`src/rtl/mem_burst_master.sv`:
```
// mem_burst_master
//   Burst initiator for a single-port synchronous RAM (address registered on
//   the clock edge, read data returned one cycle later). It accepts read or
//   write burst commands, streams write beats straight onto the RAM port, and
//   returns read beats through a 2-entry response FIFO.
//
// Ports
//   clk, rst                      clock, asynchronous active-high reset
//   cmd_valid/cmd_ready           command handshake (accepted only in IDLE)
//   cmd_we, cmd_adr, cmd_len      burst direction, start address, beats-1
//   wr_valid/wr_ready, wr_data    write beat stream
//   rsp_valid/rsp_ready           read response handshake
//   rsp_data, rsp_last            read data and final-beat marker
//   busy                          burst active, read in flight or data buffered
//   mem_adr, mem_we, mem_dat_w    RAM request side
//   mem_dat_r                     RAM read data (one cycle after the address)
module mem_burst_master #(
  parameter int ADDR_W = 4,
  parameter int DATA_W = 8,
  parameter int LEN_W  = 4
) (
  input  logic              clk,
  input  logic              rst,
  input  logic              cmd_valid,
  output logic              cmd_ready,
  input  logic              cmd_we,
  input  logic [ADDR_W-1:0] cmd_adr,
  input  logic [LEN_W-1:0]  cmd_len,
  input  logic              wr_valid,
  output logic              wr_ready,
  input  logic [DATA_W-1:0] wr_data,
  output logic              rsp_valid,
  input  logic              rsp_ready,
  output logic [DATA_W-1:0] rsp_data,
  output logic              rsp_last,
  output logic              busy,
  output logic [ADDR_W-1:0] mem_adr,
  output logic              mem_we,
  output logic [DATA_W-1:0] mem_dat_w,
  input  logic [DATA_W-1:0] mem_dat_r
);

  typedef enum logic [1:0] {IDLE, WRITE, READ} state_t;

  typedef struct packed {
    logic              last;
    logic [DATA_W-1:0] data;
  } rsp_t;

  state_t            state, state_nxt;
  logic [ADDR_W-1:0] addr, adr_hold;
  logic [LEN_W-1:0]  cnt, len;
  logic              inflight, inflight_last;
  rsp_t              fifo_mem [2];
  logic              wr_ptr, rd_ptr;
  logic [1:0]        fifo_cnt;
  logic [2:0]        occ;
  logic              pop, push, issue, wr_beat, beat, at_last, cmd_fire;
  rsp_t              head;

  assign at_last  = (cnt == len);
  assign cmd_fire = cmd_valid & cmd_ready;
  assign pop      = rsp_valid & rsp_ready;
  // Data requested last cycle is on mem_dat_r now; capture it.
  assign push     = inflight;

  // Occupancy counts the buffered entries plus the beat on its way back, so
  // a read is only issued when its data is guaranteed a FIFO slot.
  assign occ      = {1'b0, fifo_cnt} + {2'b00, inflight} - {2'b00, pop};
  assign issue    = (state == READ) && (occ < 3'd2);
  assign wr_beat  = (state == WRITE) && wr_valid;
  assign beat     = issue | wr_beat;

  // Next state and handshake outputs
  always_comb begin
    state_nxt = state;
    cmd_ready = 1'b0;
    wr_ready  = 1'b0;
    case (state)
      IDLE: begin
        cmd_ready = 1'b1;
        if (cmd_valid) state_nxt = cmd_we ? WRITE : READ;
      end
      WRITE: begin
        wr_ready = 1'b1;
        if (wr_valid && at_last) state_nxt = IDLE;
      end
      READ: begin
        if (issue && at_last) state_nxt = IDLE;
      end
      default: state_nxt = IDLE;
    endcase
  end

  always_ff @(posedge clk or posedge rst) begin
    if (rst) state <= IDLE;
    else     state <= state_nxt;
  end

  // Burst address / beat counter
  always_ff @(posedge clk or posedge rst) begin
    if (rst) begin
      addr <= '0;
      cnt  <= '0;
      len  <= '0;
    end else if (cmd_fire) begin
      addr <= cmd_adr;
      len  <= cmd_len;
      cnt  <= '0;
    end else if (beat) begin
      addr <= addr + 1'b1;
      if (!at_last) cnt <= cnt + 1'b1;
    end
  end

  // RAM port: the address follows the burst while writing or issuing a read,
  // otherwise it holds the last value driven so the RAM sees no new request.
  assign mem_adr   = ((state == WRITE) || issue) ? addr : adr_hold;
  assign mem_we    = wr_beat;
  assign mem_dat_w = (state == WRITE) ? wr_data : '0;

  always_ff @(posedge clk or posedge rst) begin
    if (rst) begin
      adr_hold      <= '0;
      inflight      <= 1'b0;
      inflight_last <= 1'b0;
    end else begin
      adr_hold      <= mem_adr;
      inflight      <= issue;
      inflight_last <= issue & at_last;
    end
  end

  // Response FIFO pointers and count
  always_ff @(posedge clk or posedge rst) begin
    if (rst) begin
      wr_ptr   <= 1'b0;
      rd_ptr   <= 1'b0;
      fifo_cnt <= '0;
    end else begin
      if (push) wr_ptr <= ~wr_ptr;
      if (pop)  rd_ptr <= ~rd_ptr;
      fifo_cnt <= fifo_cnt + {1'b0, push} - {1'b0, pop};
    end
  end

  // Storage needs no reset: outputs are masked while the FIFO is empty.
  always_ff @(posedge clk) begin
    if (push) fifo_mem[wr_ptr] <= '{last: inflight_last, data: mem_dat_r};
  end

  assign head      = fifo_mem[rd_ptr];
  assign rsp_valid = (fifo_cnt != 2'd0);
  assign rsp_data  = rsp_valid ? head.data : '0;
  assign rsp_last  = rsp_valid & head.last;

  assign busy = (state != IDLE) | inflight | (fifo_cnt != 2'd0);

endmodule

```
`config.mk`:
```
export PLATFORM = sky130hd
export DESIGN_NAME = mem_burst_master
export DESIGN_NICKNAME = d
export VERILOG_FILES = /design/src/rtl/mem_burst_master.sv
export SDC_FILE = /design/constraint.sdc
export NUM_CORES = 1
export LEC_CHECK = 0
export ABC_AREA = 0
export CORE_ASPECT_RATIO = 1.25
export CORE_UTILIZATION = 47
export CTS_CLUSTER_DIAMETER = 30
export DETAILED_ROUTE_END_ITERATION = 12
export PLACE_DENSITY = 0.77
export SYNTH_ARGS = -nofsm -noshare
export SYNTH_HDL_FRONTEND = slang
export SYNTH_SLANG_ARGS = --single-unit
```
`constraint.sdc`:
```
create_clock -name clk -period 4.1 [get_ports clk]
set_input_delay 0.82 -clock clk [delete_from_list [all_inputs] [get_ports clk]]
set_output_delay 0.82 -clock clk [all_outputs]
set_load 0.05 [all_outputs]
```
==> impl_metrics.prom <==
# TYPE chip_impl_metric gauge
chip_impl_metric{name="cap_viol_max_count",unit=""} 0
chip_impl_metric{name="drt-vias-per-instance",unit=""} 5.07
chip_impl_metric{name="worstPathMaxFanout",unit=""} 4
chip_impl_metric{name="track_usage",unit=""} 0.201
chip_impl_metric{name="synthesis.area",unit="sq um"} 1890
chip_impl_info{name="crit_path_end_kind",value="output port"} 1
chip_impl_metric{name="synth_cell_types",unit=""} 30
chip_impl_info{name="critical_path.reg2reg.endpoint",value="cnt[1]"} 1
chip_impl_metric{name="global_route_wire_length_before_repair",unit="mm"} 6.27
chip_impl_metric{name="worst_ep_required_time",unit="ns"} 3.28
chip_impl_metric{name="finalSetupViolCount",unit=""} 0
chip_impl_metric{name="min_delay_path_depth",unit=""} 0
chip_impl_info{name="hp-start",value="inflight_last"} 1
chip_impl_metric{name="cts.path.max_buffers",unit=""} 2
chip_impl_info{name="yosys.area.top_type",value="dfrtp_1"} 1
chip_impl_metric{name="fmaxAchievable",unit="MHz"} 248
chip_impl_metric{name="antenna_violations_before_repair",unit=""} 0
chip_impl_metric{name="die_height",unit="um"} 73.0
chip_impl_metric{name="total_nets_after_synthesis",unit=""} 195
chip_impl_metric{name="max-slew-margin-rel",unit=""} 0.380
chip_impl_metric{name="finalWirelength",unit="mm"} 3.83
chip_impl_metric{name="portBuffers",unit=""} 55
chip_impl_info{name="worst_setup_path_start_kind",value="input pin"} 1
chip_impl_metric{name="finalPower",unit="mW"} 2.27
chip_impl_metric{name="ctsHoldBuffers",unit=""} 0
chip_impl_metric{name="drtPass1Iterations",unit=""} 4
chip_impl_metric{name="num_antenna_cells",unit=""} 0
chip_impl_metric{name="area_growth_syn_to_layout",unit="%"} 39.8
chip_impl_metric{name="final.period_utilization",unit=""} 0.982
chip_impl_metric{name="worst_pin_slew",unit="ns"} 0.929
chip_impl_info{name="worstHoldEndpoint",value="fifo_mem[0][8]"} 1
chip_impl_metric{name="chipWidth",unit="um"} 58.8
chip_impl_metric{name="utilization",unit=""} 0.694
chip_impl_metric{name="num_io_pins",unit=""} 56
chip_impl_info{name="cts.root.buffer_cell",value="clkbuf_8"} 1
chip_impl_metric{name="post_route_cells_drive_above_1_share",unit=""} 0.121
chip_impl_info{name="clock_tree_from_tritoncts",value="done"} 1
chip_impl_metric{name="tritoncts_num_sinks",unit=""} 42
chip_impl_metric{name="timing_max_transition_violations_final",unit=""} 0
chip_impl_metric{name="place.detailed.hpwl",unit="mm"} 2.82
chip_impl_info{name="ys.flop_type",value="dfrtp_1"} 1
chip_impl_info{name="run_status",value="completed"} 1
chip_impl_metric{name="clock_skew",unit="ns"} 0.00644
chip_impl_metric{name="via_count",unit=""} 1404
chip_impl_metric{name="synth-xor-area-share",unit=""} 0.0410
chip_impl_info{name="post_synth_most_frequent_cells",value="24 x dfrtp_1, 18 x edfxtp_1, 18 x nand2_1, 16 x nor2_1, 12 x and2_1"} 1
chip_impl_metric{name="final_net_count",unit=""} 257
chip_impl_metric{name="fin_ws",unit="ns"} 0.0733
chip_impl_metric{name="hold_violations",unit=""} 0
chip_impl_info{name="grt_setup_unrepaired",value="true"} 1
chip_impl_metric{name="synth_enable_flop_cells",unit=""} 18
chip_impl_metric{name="share_of_cell_area_taken_by_muxes_after_synthesis",unit=""} 0.0819
chip_impl_info{name="crit-reg2reg-launch",value="fifo_cnt[1]"} 1
chip_impl_metric{name="postSynthRegisterBits",unit=""} 42
chip_impl_metric{name="cp_data_arrival_time",unit="ns"} 3.21
chip_impl_metric{name="crit_path_max_incr_delay",unit="ns"} 0.40
chip_impl_metric{name="synthSimpleGateAreaFrac",unit=""} 0.159
chip_impl_info{name="crit_chain",value="clkdlybuf4s50_1 -> and2_4 -> ha_1 -> inv_1 -> ha_1 -> inv_1 -> fa_2 -> xnor2_2 -> nand3_2 -> nand2b_4 -> mux2_2 -> buf_6"} 1
chip_impl_metric{name="overflow",unit=""} 0
chip_impl_metric{name="synthAdderAreaFrac",unit=""} 0.0370
chip_impl_metric{name="timing.critical_path.buf_inv",unit=""} 4
chip_impl_info{name="hold_crit_class",value="reg -> reg"} 1
chip_impl_metric{name="cts_max_level",unit=""} 2
chip_impl_metric{name="synthCells",unit=""} 160
chip_impl_metric{name="clock_latency",unit="ns"} 0.30
chip_impl_metric{name="synth_sequential_area_ratio",unit=""} 0.602
chip_impl_metric{name="floorplan.die_area",unit="sq um"} 4290
chip_impl_metric{name="gp_congestion",unit=""} 0.831
chip_impl_metric{name="power.density",unit="nW/um^2"} 856
chip_impl_metric{name="total_leakage_power",unit="nW"} 1.10
chip_impl_metric{name="route.detailed.wl_per_inst",unit="um"} 13.8
chip_impl_metric{name="drt-initial-drc-count",unit=""} 40
chip_impl_metric{name="dp_slack",unit="ns"} -0.129
chip_impl_metric{name="floorplan.initialDensity",unit=""} 0.496
chip_impl_metric{name="period_minus_slack",unit="ns"} 4.03
chip_impl_metric{name="postSynthAreaPerCell",unit="sq um"} 11.8
chip_impl_metric{name="first_global_vias",unit=""} 1421
chip_impl_metric{name="fraction_of_synthesized_cell_area_taken_by_the_top_area_cell_type",unit=""} 0.317
chip_impl_info{name="crit_slowest_cell",value="clkdlybuf4s50_1"} 1
chip_impl_metric{name="number_of_cells_traversed_by_the_worst_register_to_register_path",unit=""} 13
chip_impl_metric{name="grt_max_degree",unit=""} 25
chip_impl_metric{name="yosysWarnings",unit=""} 0
chip_impl_metric{name="synthArstFlopShare",unit=""} 0.571
chip_impl_metric{name="site_row_count",unit=""} 25
chip_impl_info{name="netlist_top_cells_area",value="dfrtp_1 32%, edfxtp_1 29%, mux2i_1 5.8%, and2_1 4.0%, nand2_1 3.6%"} 1
chip_impl_metric{name="synth_compound_gate_area_share",unit=""} 0.0522
chip_impl_metric{name="cts-buffers-inserted",unit=""} 5
chip_impl_info{name="critical_path_start_end_classification",value="in -> out"} 1
chip_impl_info{name="largest_family_of_logic_cells_by_synthesized_area",value="simple AND/OR/NAND/NOR gates"} 1
chip_impl_metric{name="irDropWorstVdd",unit="uV"} 513
chip_impl_metric{name="drc",unit=""} 0
chip_impl_info{name="cp_top_family",value="adder cells"} 1
chip_impl_info{name="synthMostInstantiatedCell",value="dfrtp_1"} 1
chip_impl_metric{name="coreArea",unit="sq um"} 3820
chip_impl_metric{name="detail-route-antenna-nets",unit=""} 0
chip_impl_metric{name="ff2ff_setup_slack",unit="ns"} 1.23
chip_impl_metric{name="clk_pin_slew",unit="ns"} 0.08
[routing by layer]
metal,GRT usage,part of all wire,up-vias
li1,-,-,672
met1,0.207,0.38,688
met2,0.372,0.56,40
met3,0.0461,0.045,4
met4,0.0979,0.019,0
met5,0,0,-
[logic make-up after synthesis]
logic type | Yosys count
buffers and inverters | 13
and+or+nand+nor | 62
muxes | 15
xor gates and xnor gates | 8
DFF | 42
AOI/OAI and AO/OA | 15
adders and majority gates | 5
[flip-flops by register name, indices dropped and copies added (netlist names)]
signal and count:
len 4, rd_ptr 1, adr_hold 4, fifo_cnt 2, wr_ptr 1, fifo_mem 18
addr 4, inflight 1, cnt 4, state 2, inflight_last 1
[timing repair]
| item | 4_1_cts | 5_1_grt |
|---|---|---|
| gates resized for setup | 2 | 7 |
| setup endpoints to repair | 4 | 4 |
| pin swaps | 1 | 2 |
| buffers inserted | 1 | 0 |
[layout make-up]
| cell class | count | area [sq um] |
|---|---|---|
| fillers | 300 | 1170 |
| multi-input cells | 105 | 724 |
| clock inverters | 3 | 23.8 |
| clock buffers | 5 | 68.8 |
| inverters | 8 | 30.0 |
| flip-flops and latches | 42 | 1140 |
| repair buffers | 60 | 593 |
| well taps | 54 | 67.6 |
[worst reg2reg max path, stage by stage, from the launching register on]
cell	delay (ns)
dfrtp_1	0.44
nor2_1	0.15
inv_1	0.07
and2_4	0.16
ha_1	0.27
inv_1	0.06
ha_1	0.14
inv_1	0.05
fa_2	0.35
xnor2_2	0.16
buf_4	0.14
a32oi_2	0.40
o21ai_0	0.19
a21oi_1	0.21
[worst max path at each step]
stage / start / endpoint / slack, ns / depth (start not counted)
floorplan: fifo_cnt[1] / mem_adr[0] / 0.42 / 12
global placement: rsp_ready / mem_adr[2] / -0.04 / 12
detailed placement: rsp_ready / mem_adr[0] / -0.13 / 12
CTS: rsp_ready / mem_adr[0] / 0.02 / 12
global route: rsp_ready / mem_adr[2] / -0.01 / 12
finish: rsp_ready / mem_adr[2] / 0.07 / 12
[cells in the final DEF (no fill, tap or decap), drive strengths merged]
cell type | synthesis | layout
a21oi | 3 | 3
a22o | 1 | 1
a31oi | 3 | 3
a32o | 1 | 1
a32oi | 1 | 1
and2 | 12 | 12
and2b | 2 | 2
and4 | 1 | 1
buf | 1 | 9
clkbuf | 4 | 5
clkdlybuf4s50 | 0 | 51
clkinvlp | 0 | 2
dfrtp | 24 | 24
edfxtp | 18 | 18
fa | 1 | 1
ha | 4 | 4
inv | 8 | 9
mux2 | 4 | 4
mux2i | 11 | 11
nand2 | 18 | 18
nand2b | 1 | 1
nand3 | 5 | 5
nand3b | 1 | 1
nand4 | 1 | 1
nor2 | 16 | 16
nor2b | 1 | 1
nor3 | 1 | 1
o21ai | 6 | 6
or3 | 3 | 3
xnor2 | 6 | 6
xor2 | 2 | 2
[through the flow]
stage                     instances  hold slack (ns)  cell area [sq um]  TNS (ns)
after floorplan                 160            0.420               1890         0
after global placement          268            0.421               2510    -0.163
after detailed placement        268            0.453               2510    -0.475
after CTS                       277            0.474               2630         0
after global routing            277            0.483               2650   -0.0211
final                           277            0.469               2650         0
[power breakdown]
part	leakage (nW)	switching, mW	internal (mW)
Combinational	0.601	0.795	0.516
Clock	0.0408	0.150	0.122
Sequential	0.458	0.108	0.576
Total	1.10	1.05	1.21
Power figures use the tool's default switching activity.
